[src/rtl/fp_mult_pipe.sv]
// fp_mult_pipe: parametrised, fully pipelined IEEE-style floating-point
// multiplier with valid/ready handshakes on both sides.
//
// Pipeline (PIPE_DEPTH stages, one register each):
//   stage 0            : unpack/classify operands, sign, biased exponent sum
//   stage 1            : (MAN_W+1)x(MAN_W+1) mantissa product
//   stages 2..D-2      : pure delay stages (only when PIPE_DEPTH > 3)
//   stage D-1 (output) : normalise, round, pack -> z/status registers
//
// Each stage advances when it is empty or its successor advances; the last
// stage advances on out_ready. Bubbles collapse and order is preserved.
//
// Optional macro FP_MULT_TAG_EN adds in_tag/out_tag; the tag rides along with
// its operation and appears on out_tag together with the result.
module fp_mult_pipe #(
    parameter int EXP_W      = 8,
    parameter int MAN_W      = 23,
    parameter int PIPE_DEPTH = 3,
    parameter int TAG_W      = 4
) (
    input  logic                 clk,
    input  logic                 rst,
    input  logic                 in_valid,
    output logic                 in_ready,
    input  logic [EXP_W+MAN_W:0] a,
    input  logic [EXP_W+MAN_W:0] b,
    input  logic [2:0]           rnd,
    output logic                 out_valid,
    input  logic                 out_ready,
    output logic [EXP_W+MAN_W:0] z,
    output logic [7:0]           status
`ifdef FP_MULT_TAG_EN
    ,
    input  logic [TAG_W-1:0]     in_tag,
    output logic [TAG_W-1:0]     out_tag
`endif
);

    localparam int W  = EXP_W + MAN_W + 1;
    localparam int PW = 2 * MAN_W + 2;
    localparam int XW = EXP_W + 2;

    localparam logic [XW-1:0]    BIAS      = {3'b000, {(EXP_W-1){1'b1}}};
    localparam logic [XW-1:0]    EXP_LIMIT = {2'b00, {EXP_W{1'b1}}};
    localparam logic [XW-1:0]    EXP_ONE   = {{(XW-1){1'b0}}, 1'b1};
    localparam logic [EXP_W-1:0] EXP_ONES  = {EXP_W{1'b1}};
    localparam logic [EXP_W-1:0] EXP_MAXF  = {{(EXP_W-1){1'b1}}, 1'b0};
    localparam logic [EXP_W-1:0] EXP_MINN  = {{(EXP_W-1){1'b0}}, 1'b1};
    localparam logic [EXP_W-1:0] EXP_ZERO  = {EXP_W{1'b0}};
    localparam logic [MAN_W-1:0] FRAC_ONES = {MAN_W{1'b1}};
    localparam logic [MAN_W-1:0] FRAC_ZERO = {MAN_W{1'b0}};
    localparam logic [W-1:0]     QNAN      = {1'b0, {EXP_W{1'b1}}, 1'b1, {(MAN_W-1){1'b0}}};

    localparam logic [2:0] RND_NEAR    = 3'd0;
    localparam logic [2:0] RND_ZERO    = 3'd1;
    localparam logic [2:0] RND_PINF    = 3'd2;
    localparam logic [2:0] RND_NINF    = 3'd3;
    localparam logic [2:0] RND_NEAR_UP = 3'd4;
    localparam logic [2:0] RND_AWAY    = 3'd5;

    // Reject parameter sets the datapath slicing cannot support.
    if (EXP_W < 3 || MAN_W < 2 || PIPE_DEPTH < 3 || TAG_W < 1) begin : g_param_check
        $error("fp_mult_pipe: unsupported parameter set");
    end

    // Payload carried by the product stage and any delay stages.
    typedef struct packed {
        logic           sign;
        logic [XW-1:0]  exp;
        logic [PW-1:0]  prod;
        logic           nan;
        logic           inf;
        logic           zero;
        logic [2:0]     rnd;
`ifdef FP_MULT_TAG_EN
        logic [TAG_W-1:0] tag;
`endif
    } mid_t;

    // Decide whether the truncated mantissa is incremented.
    function automatic logic round_up(input logic [2:0] mode, input logic sgn,
                                      input logic lsb, input logic g, input logic s);
        logic r;
        case (mode)
            RND_ZERO:    r = 1'b0;
            RND_PINF:    r = !sgn && (g || s);
            RND_NINF:    r = sgn && (g || s);
            RND_NEAR_UP: r = g;
            RND_AWAY:    r = g || s;
            default:     r = g && (s || lsb);   // IEEE_near, also codes 6/7
        endcase
        return r;
    endfunction

    // ------------------------------------------------------------------
    // Handshake / stall chain
    // ------------------------------------------------------------------
    logic [PIPE_DEPTH-1:0] v_r;
    logic [PIPE_DEPTH-1:0] adv_s;
    logic                  chain_s;

    // Ripple the advance condition from the output back to stage 0.
    always_comb begin
        chain_s = !v_r[PIPE_DEPTH-1] || out_ready;
        adv_s   = {PIPE_DEPTH{1'b0}};
        adv_s[PIPE_DEPTH-1] = chain_s;
        for (int k = PIPE_DEPTH - 2; k >= 0; k--) begin
            chain_s  = !v_r[k] || chain_s;
            adv_s[k] = chain_s;
        end
    end

    assign in_ready  = adv_s[0] && !rst;
    assign out_valid = v_r[PIPE_DEPTH-1];

    // Stage valid bits: each stage takes its predecessor's valid on advance.
    always_ff @(posedge clk) begin
        if (rst) begin
            v_r <= {PIPE_DEPTH{1'b0}};
        end else begin
            if (adv_s[0]) begin
                v_r[0] <= in_valid;
            end
            for (int k = 1; k < PIPE_DEPTH; k++) begin
                if (adv_s[k]) begin
                    v_r[k] <= v_r[k-1];
                end
            end
        end
    end

    // ------------------------------------------------------------------
    // Stage 0: unpack and classify
    // ------------------------------------------------------------------
    logic [EXP_W-1:0] ea_s, eb_s;
    logic [MAN_W-1:0] fa_s, fb_s;
    logic             a_zero_s, a_inf_s, a_nan_s;
    logic             b_zero_s, b_inf_s, b_nan_s;
    logic             nan_s, inf_s, zero_s;
    logic [XW-1:0]    exp_sum_s;

    // Classify operands; subnormals are flushed to signed zero.
    always_comb begin
        ea_s      = a[W-2:MAN_W];
        eb_s      = b[W-2:MAN_W];
        fa_s      = a[MAN_W-1:0];
        fb_s      = b[MAN_W-1:0];
        a_zero_s  = (ea_s == EXP_ZERO);
        b_zero_s  = (eb_s == EXP_ZERO);
        a_inf_s   = (ea_s == EXP_ONES) && (fa_s == FRAC_ZERO);
        b_inf_s   = (eb_s == EXP_ONES) && (fb_s == FRAC_ZERO);
        a_nan_s   = (ea_s == EXP_ONES) && (fa_s != FRAC_ZERO);
        b_nan_s   = (eb_s == EXP_ONES) && (fb_s != FRAC_ZERO);
        nan_s     = a_nan_s || b_nan_s || (a_inf_s && b_zero_s) || (a_zero_s && b_inf_s);
        inf_s     = !nan_s && (a_inf_s || b_inf_s);
        zero_s    = !nan_s && !inf_s && (a_zero_s || b_zero_s);
        exp_sum_s = {2'b00, ea_s} + {2'b00, eb_s} - BIAS;
    end

    logic             s0_sign_r;
    logic [XW-1:0]    s0_exp_r;
    logic [MAN_W:0]   s0_ma_r, s0_mb_r;
    logic             s0_nan_r, s0_inf_r, s0_zero_r;
    logic [2:0]       s0_rnd_r;
`ifdef FP_MULT_TAG_EN
    logic [TAG_W-1:0] s0_tag_r;
`endif

    // Stage 0 register: capture classified operands on advance.
    always_ff @(posedge clk) begin
        if (rst) begin
            s0_sign_r <= 1'b0;
            s0_exp_r  <= {XW{1'b0}};
            s0_ma_r   <= {(MAN_W+1){1'b0}};
            s0_mb_r   <= {(MAN_W+1){1'b0}};
            s0_nan_r  <= 1'b0;
            s0_inf_r  <= 1'b0;
            s0_zero_r <= 1'b0;
            s0_rnd_r  <= 3'd0;
`ifdef FP_MULT_TAG_EN
            s0_tag_r  <= {TAG_W{1'b0}};
`endif
        end else if (adv_s[0]) begin
            s0_sign_r <= a[W-1] ^ b[W-1];
            s0_exp_r  <= exp_sum_s;
            s0_ma_r   <= {1'b1, fa_s};
            s0_mb_r   <= {1'b1, fb_s};
            s0_nan_r  <= nan_s;
            s0_inf_r  <= inf_s;
            s0_zero_r <= zero_s;
            s0_rnd_r  <= rnd;
`ifdef FP_MULT_TAG_EN
            s0_tag_r  <= in_tag;
`endif
        end
    end

    // ------------------------------------------------------------------
    // Stage 1: mantissa product, then optional delay stages
    // ------------------------------------------------------------------
    mid_t mid_in_s;
    mid_t mid_r [1:PIPE_DEPTH-2];

    // Form the full-width mantissa product and forward the stage 0 fields.
    always_comb begin
        mid_in_s.sign = s0_sign_r;
        mid_in_s.exp  = s0_exp_r;
        mid_in_s.prod = {{(MAN_W+1){1'b0}}, s0_ma_r} * {{(MAN_W+1){1'b0}}, s0_mb_r};
        mid_in_s.nan  = s0_nan_r;
        mid_in_s.inf  = s0_inf_r;
        mid_in_s.zero = s0_zero_r;
        mid_in_s.rnd  = s0_rnd_r;
`ifdef FP_MULT_TAG_EN
        mid_in_s.tag  = s0_tag_r;
`endif
    end

    // Product register followed by the pure delay stages.
    always_ff @(posedge clk) begin
        if (rst) begin
            for (int k = 1; k <= PIPE_DEPTH - 2; k++) begin
                mid_r[k] <= '0;
            end
        end else begin
            if (adv_s[1]) begin
                mid_r[1] <= mid_in_s;
            end
            for (int k = 2; k <= PIPE_DEPTH - 2; k++) begin
                if (adv_s[k]) begin
                    mid_r[k] <= mid_r[k-1];
                end
            end
        end
    end

    // ------------------------------------------------------------------
    // Output stage: normalise, round, pack
    // ------------------------------------------------------------------
    mid_t             fin_s;
    logic             msb_s, guard_s, sticky_s, up_s, inexact_s;
    logic [MAN_W:0]   mant_s;
    logic [MAN_W+1:0] man_sum_s;
    logic [MAN_W-1:0] frac_s;
    logic [XW-1:0]    exp_norm_s, exp_rnd_s;
    logic             ovf_s, unf_s, to_inf_s, to_min_s;
    logic [W-1:0]     res_z_s;
    logic [7:0]       res_status_s;

    // Normalise the product, round it and resolve special/over/underflow cases.
    always_comb begin
        fin_s = mid_r[PIPE_DEPTH-2];
        msb_s = fin_s.prod[PW-1];
        if (msb_s) begin
            mant_s   = fin_s.prod[PW-1:MAN_W+1];
            guard_s  = fin_s.prod[MAN_W];
            sticky_s = |fin_s.prod[MAN_W-1:0];
        end else begin
            mant_s   = fin_s.prod[PW-2:MAN_W];
            guard_s  = fin_s.prod[MAN_W-1];
            sticky_s = |fin_s.prod[MAN_W-2:0];
        end
        exp_norm_s = fin_s.exp + {{(XW-1){1'b0}}, msb_s};
        up_s       = round_up(fin_s.rnd, fin_s.sign, mant_s[0], guard_s, sticky_s);
        man_sum_s  = {1'b0, mant_s} + {{(MAN_W+1){1'b0}}, up_s};
        // A carry out of the mantissa leaves exactly 1.0, so the fraction is zero.
        exp_rnd_s  = exp_norm_s + {{(XW-1){1'b0}}, man_sum_s[MAN_W+1]};
        frac_s     = man_sum_s[MAN_W+1] ? man_sum_s[MAN_W:1] : man_sum_s[MAN_W-1:0];
        inexact_s  = guard_s || sticky_s;
        ovf_s      = $signed(exp_rnd_s) >= $signed(EXP_LIMIT);
        unf_s      = $signed(exp_rnd_s) < $signed(EXP_ONE);

        to_inf_s = 1'b1;
        case (fin_s.rnd)
            RND_ZERO: to_inf_s = 1'b0;
            RND_PINF: to_inf_s = !fin_s.sign;
            RND_NINF: to_inf_s = fin_s.sign;
            default:  to_inf_s = 1'b1;
        endcase

        to_min_s = 1'b0;
        case (fin_s.rnd)
            RND_AWAY: to_min_s = 1'b1;
            RND_PINF: to_min_s = !fin_s.sign;
            RND_NINF: to_min_s = fin_s.sign;
            default:  to_min_s = 1'b0;
        endcase

        res_z_s      = {fin_s.sign, exp_rnd_s[EXP_W-1:0], frac_s};
        res_status_s = {2'b00, inexact_s, 5'b00000};

        if (fin_s.nan) begin
            res_z_s      = QNAN;
            res_status_s = 8'h04;
        end else if (fin_s.inf) begin
            res_z_s      = {fin_s.sign, EXP_ONES, FRAC_ZERO};
            res_status_s = 8'h02;
        end else if (fin_s.zero) begin
            res_z_s      = {fin_s.sign, EXP_ZERO, FRAC_ZERO};
            res_status_s = 8'h01;
        end else if (ovf_s) begin
            if (to_inf_s) begin
                res_z_s      = {fin_s.sign, EXP_ONES, FRAC_ZERO};
                res_status_s = 8'h32;
            end else begin
                res_z_s      = {fin_s.sign, EXP_MAXF, FRAC_ONES};
                res_status_s = 8'h30;
            end
        end else if (unf_s) begin
            if (to_min_s) begin
                res_z_s      = {fin_s.sign, EXP_MINN, FRAC_ZERO};
                res_status_s = 8'h28;
            end else begin
                res_z_s      = {fin_s.sign, EXP_ZERO, FRAC_ZERO};
                res_status_s = 8'h29;
            end
        end else begin
            res_z_s      = {fin_s.sign, exp_rnd_s[EXP_W-1:0], frac_s};
            res_status_s = {2'b00, inexact_s, 5'b00000};
        end
    end

    logic [W-1:0]     z_r;
    logic [7:0]       status_r;
`ifdef FP_MULT_TAG_EN
    logic [TAG_W-1:0] out_tag_r;
`endif

    // Output register: load a new result only when a valid one moves in, hold otherwise.
    always_ff @(posedge clk) begin
        if (rst) begin
            z_r       <= {W{1'b0}};
            status_r  <= 8'h00;
`ifdef FP_MULT_TAG_EN
            out_tag_r <= {TAG_W{1'b0}};
`endif
        end else if (adv_s[PIPE_DEPTH-1] && v_r[PIPE_DEPTH-2]) begin
            z_r       <= res_z_s;
            status_r  <= res_status_s;
`ifdef FP_MULT_TAG_EN
            out_tag_r <= fin_s.tag;
`endif
        end
    end

    assign z      = z_r;
    assign status = status_r;
`ifdef FP_MULT_TAG_EN
    assign out_tag = out_tag_r;
`endif

endmodule

[config.mk]
export PLATFORM = sky130hd
export DESIGN_NAME = fp_mult_pipe
export DESIGN_NICKNAME = d
export VERILOG_FILES = /design/src/rtl/fp_mult_pipe.sv
export SDC_FILE = /design/constraint.sdc
export NUM_CORES = 2
export LEC_CHECK = 0
export ABC_AREA = 1
export CAP_MARGIN = 20
export CORE_ASPECT_RATIO = 1.1
export CORE_MARGIN = 2
export CORE_UTILIZATION = 56
export CTS_BUF_LIST = sky130_fd_sc_hd__clkbuf_16
export CTS_CLUSTER_SIZE = 28
export DETAILED_ROUTE_END_ITERATION = 7
export HOLD_SLACK_MARGIN = 0.12
export PLACE_DENSITY_LB_ADDON = 0.2
export SLEW_MARGIN = 20
export SYNTH_ARGS = -nofsm -noshare
export SYNTH_HDL_FRONTEND = slang
export SYNTH_SLANG_ARGS = --single-unit
[constraint.sdc]
create_clock -name clk -period 12.9 [get_ports clk]
set_clock_uncertainty 0.2 [all_clocks]
set_input_delay 2.58 -clock clk [delete_from_list [all_inputs] [get_ports clk]]
set_output_delay 2.58 -clock clk [all_outputs]
set_load 0.02 [all_outputs]
# --- Word level (Yosys, flattened, before mapping) ---
# Memory sizes are Yosys's and may differ from the RTL's.
# Index checks and enable logic that the tools add are counted.
# Widths: inputs -> output; s select.
word_totals:
  in_bits: 71
  n_memories: 1
  output_inout_bits: 42
  reg_bits: 108
  mem_bits_rw: 65
memory_table:
  columns: ["name", "depth", "width", "read_ports", "rd_clocked_by_memory_dff", "wr", "line", "source"]
  rows:
  - ["mid_r", 1, 65, 1, 0, 1, "202", "mid_t mid_r [1:PIPE_DEPTH-2];"]
classes:
  order_cmp: 2
  eq_ne: 7
  muxes: 27
  addsub: 5
  n_mul: 1
  reduce_logical: 39
  n_bitwise: 2
ops:
  columns: ["operator", "n"]
  rows:
  - ["$mux 31", 4]
  - ["$mux 24", 3]
  - ["$mux 65", 1]
  - ["$mul 24x24->48", 1]
  - ["$logic_not 23->1", 2]
  - ["$reduce_bool 23->1", 2]
  - ["$mux 8", 5]
  - ["$mux 32", 1]
  - ["$add 24x1->25", 1]
  - ["$mux 23", 1]
  - ["$reduce_or 23->1", 1]
  - ["$reduce_or 22->1", 1]
  - ["$add 10x1->10", 2]
  - ["$eq 8x8->1 const B", 2]
  - ["$logic_not 8->1", 2]
  - ["$logic_and 1x1->1", 14]
  - ["$ge 10x9->1 const B", 1]
  - ["$logic_or 1x1->1", 10]
  - ["$lt 10x2->1 const B", 1]
  - ["$sub 9x7->10 const B", 1]
  - ["$add 8x8->9", 1]
  - ["$mux 1", 8]
  - ["$logic_not 1->1", 7]
  - ["$eq 3x2->1 const B", 2]
  - ["other kinds (7)", 9]

# --- Longest topological paths before layout ---
# An unclocked memory read counts as a cell.
depth:
  depth_word: 14
  depth_mapped: 33

# --- Worst setup path after synthesis ---
# OpenSTA, ideal clock, no wires.
synth_path:
  kind: "register to register"
  from: "register s0_ma_r[13]"
  to: "memory mid_r[1][41] (netlist bit) (data pin)"
  path_stages_with_launch: 30
  setup_time_ns: 0.266
  path_slack_ns: 6.227
  synth_period_minus_slack_ns: 6.673
  arrival_time_ns: 6.207
  n_path_buf: 2
  cell_sequence: "dfxtp_1 > clkbuf_1 > clkbuf_1 > nand2_1 > fa_1 > inv_1 > fa_1 > inv_1 > fa_1 > inv_1 > fa_1 > inv_1 > fa_1 > inv_1 > fa_1 > inv_1 > fa_1 > inv_1 > ha_1 > a21oi_1 > inv_1 > a21oi_1 > o21ai_0 > a21oi_1 > o21ai_0 > nand2_1 > nand2_1 > a21o_1 > xnor2_1 > nor2_1"
synth_via:
  elab_chain_cells: 2
synth_lines:
  columns: ["element", "line", "source"]
  rows:
  - ["start, declared", "162", "logic [MAN_W:0] s0_ma_r, s0_mb_r;"]
  - ["start signal, assigned", "174", "s0_ma_r <= {(MAN_W+1){1'b0}};"]
  - ["start signal, assigned", "186", "s0_ma_r <= {1'b1, fa_s};"]
  - ["$mul 24x24->48", "208", "mid_in_s.prod = {{(MAN_W+1){1'b0}}, s0_ma_r} * {{(MAN_W+1){1'b0}}, s0_mb_r};"]
  - ["$mux 65 (no line)", null, null]
  - ["end, declared", "202", null]
# No other way between the ends.

# --- Worst setup path in the final report ---
layout_path:
  from: "input out_ready"
  to: "output in_ready"
layout_via:
  elab_chain_cells: 4
layout_lines:
  columns: ["element", "line", "source"]
  rows:
  - ["start, declared", "29", "input logic out_ready,"]
  - ["$logic_or 1x1->1", "104", "chain_s = !v_r[PIPE_DEPTH-1] || out_ready;"]
  - ["$logic_or 1x1->1 (2 in a row)", "108", "chain_s = !v_r[k] || chain_s;"]
  - ["$logic_and 1x1->1", "113", "assign in_ready = adv_s[0] && !rst;"]
  - ["end, declared", "24", "output logic in_ready,"]
# No other way between the ends.

==> results.py <==
metrics = {
    "outcome": {
        "status": "completed",
    },
    "global_route": {
        "grtUsageTotal_pct": 30.57,
        "antenna_found_initial": 0,
        "grt_max_degree": 93,
        "grt_pass1_vias": 23356,
        "grt_pass1_wl_mm": 122.6,
        "grt_overflow": 0,
    },
    "synth": {
        "ys_seq_area_share_pct": 14.35,
        "synth_edf_count": 65,
        "synth_ff_type": "dfxtp_1",
        "netlist_area_sq_um": 28240,
        "netlist.area_leader.share_pct": 34.24,
        "synthTopCellsByArea": "fa_1, inv_1, nand2_1, ha_1, dfxtp_1",
        "ys_ff_latch": 170,
        "syn_inst": 3722,
        "yosysWarnings": 0,
        "synth_area_leader_cell": "fa_1",
        "synth-async-reset-ratio_pct": 0,
        "synth.avg_cell_area_sq_um": 7.588,
        "ys_types": 49,
    },
    "sta": {
        "slew_viol_final": 0,
        "setup_viol": 0,
        "slew_headroom_pct": 21.15,
        "worst_pin_slew_ns": 1.181,
        "max_freq_ghz": 0.1243,
        "fin_hold_ws_ns": 0.2591,
        "period_needed_ns": 8.045,
        "hold_viol_final": 0,
        "tns_ns": 0,
        "setup_ws_ns": 4.855,
        "rsz0062_at_grt": "false",
        "period_share_pct": 62.36,
    },
    "clocking": {
        "cts.path.max_buffers": 2,
        "post_cts_buffers": 0,
        "numCtsBuffers": 17,
        "insertion_delay_ns": 0.51,
        "cts_sinks": 170,
        "cts_tree": "yes",
        "cts_hold_buf": 0,
        "cts_resized": 0,
        "root_buffer": "clkbuf_16",
        "cts_max_level": 4,
        "clk_pin_slew_worst_paths_ns": 0.07,
    },
    "critical_path": {
        "worstReg2RegStart": "s0_mb_r[3]",
        "r2r-end": "mid_r[1][51]",
        "crit_chain": "clkdlybuf4s50_1 > nor2_1 > inv_1 > nor2_1 > inv_1 > nor2_2 > buf_4 > inv_2 > buf_4 > nand2_1 > inv_1 > clkdlybuf4s50_1",
        "worstSetupPathType": "input port to output port",
        "crit_required_ns": 10.12,
        "critPathMaxStageDelay_ns": 0.72,
        "r2r_cells": 23,
        "rrSetupSlack_ns": 5.15,
        "critPathSlowestCell": "buf_4",
        "startpoint": "out_ready",
        "cpMostUsedCell": "inv_1",
        "cp_data_arrival_time_ns": 5.26,
        "cp-start-kind": "input port",
        "critPathCaptureType": "output port",
        "cp_max_fo": 92,
    },
    "layout": {
        "fin_nets": 4452,
        "layout-drive-gt1-share_pct": 3.793,
        "area_growth_pct": 7.412,
        "n_fill_cell": 4629,
        "layout_commonest_cell": "inv_1",
        "insertedDiodeCount": 0,
        "final_cell_mix": "inv_1, nand2_1, fa_1",
    },
    "routing": {
        "antenna_left": 0,
        "dr_total_vias": 22756,
        "wl_mm": 75.04,
        "viasPerCell": 5.199,
        "drt_pass1_iterations": 6,
        "drt-initial-drc-count": 1752,
        "wire_per_inst_microns": 17.15,
        "drc": 0,
    },
    "power_and_ir_drop": {
        "power_density_nw_per_um2": 120.4,
        "comb_power_share_pct": 65.5,
        "leakage_nw": 16.86,
        "p_switching_mw": 1.849,
        "p_clk_share_pct": 14.9,
        "ir_worst_vdd_uv": 129.4,
        "p_int_mw": 1.803,
        "power.share.sequential_pct": 19.6,
        "p_sw_share_pct": 50.63,
    },
    "run": {
        "drv_cap": 0,
    },
    "min_path": {
        "whs_endpoint": "s0_rnd_r[2]",
        "hp-class": "register to register",
        "hold_path_depth": 2,
        "min_from": "s0_rnd_r[2]",
    },
    "floorplanning": {
        "die_w_microns": 218.1,
        "start_util_pct": 56.57,
        "ios": 113,
        "die_h_microns": 239.5,
        "std_cell_rows": 86,
        "die-area_sq_um": 52250,
        "core_area_sq_um": 49930,
    },
    "placement": {
        "port_buffers": 110,
        "pre_cts_slack_ns": 4.835,
        "dpl.hpwl_mm": 57.24,
        "routabilityCongestion": 0.9469,
    },
}
[area by class of cell]
| cell class | count | area, sq um | area share (%) |
|---|---|---|---|
| multi-input cells | 2305 | 19450 | 64.12 |
| flip-flops and latches | 170 | 4064 | 13.40 |
| inverters | 1057 | 3969 | 13.08 |
| repair buffers | 153 | 1424 | 4.694 |
| well taps | 660 | 825.8 | 2.722 |
| clock buffers | 17 | 425.4 | 1.402 |
| clock inverters | 15 | 176.4 | 0.5816 |
[per-stage QoR]
stage	cells	util, %	power, mW	area (sq um)
global placement	4345	59.54	3.052	29720
finish	4377	60.76	3.652	30340
global route	4377	60.76	4.034	30340
detailed placement	4345	59.55	3.069	29730
CTS	4377	60.75	3.632	30330
floorplan	3723	-	2.417	28250
[routing by layer]
metal	vias to the layer above	GRT usage (%)	part of all wire, %
met4	0	11.79	3.6
met3	139	5.727	7.7
li1	10824	-	-
met2	810	52.03	48
met1	10983	38.59	41
met5	-	0	0
[critical path, delay by kind of cell]
family | cells | cell delay [ns]
buffers and inverters | 8 | 2.36
and+or+nand+nor | 4 | 0.30
[cell families after synthesis]
kind of cell               share of synthesized area (%)
AOI/OAI and AO/OA                                  7.208
xor gates and xnor gates                           1.214
adders and majority gates                          42.83
buffers and inverters                              16.83
DFF                                                14.35
muxes                                            0.03544
other                                            0.01328
and+or+nand+nor                                    17.51
[sequential cells by signal (all words and copies together), names as in the netlist]
register	cells
v_r	3
mid_r	65
status	6
s0_rnd_r	3
s0_sign_r	1
s0_exp_r	10
s0_zero_r	1
s0_nan_r	1
s0_ma_r	24
s0_mb_r	23
s0_inf_r	1
z	32
[worst max path at each step]
stage,end,slack (ns),depth (start not counted)
after floorplan,mid_r[1][41],6.23,29
after global placement,in_ready,4.81,12
after detailed placement,in_ready,4.83,12
after CTS,in_ready,4.83,12
after global routing,in_ready,4.63,12
final,in_ready,4.86,12
[cells in the mapped netlist (2+ instances only)]
library cell,number
a211oi_1,5
a21o_1,9
a21oi_1,180
a31oi_1,20
and2_1,2
and3_1,2
buf_1,8
buf_4,6
buf_6,6
clkbuf_1,170
dfxtp_1,105
edfxtp_1,65
fa_1,483
ha_1,194
inv_1,1052
inv_2,4
nand2_1,863
nand2_2,16
nand3_1,70
nand3b_1,3
nand4_1,32
nor2_1,158
nor2_2,5
nor2_4,2
nor3_1,13
nor3b_1,3
nor4_1,21
o211ai_1,14
o21a_1,7
o21ai_0,111
o21ai_1,19
o21ai_2,4
o221ai_1,2
o22ai_1,3
or2_2,17
xnor2_1,14
xor2_1,22
[power by group through the flow]
stage / Combinational, mW / Sequential [mW] / Clock (mW)
6_report: 2.39 / 0.715 / 0.544
5_1_grt: 2.74 / 0.723 / 0.573
3_5_place_dp: 2.34 / 0.726 / 0
2_1_floorplan: 1.72 / 0.700 / 0
4_1_cts: 2.36 / 0.714 / 0.556
3_3_place_gp: 2.33 / 0.725 / 0
Power figures use the tool's default switching activity.
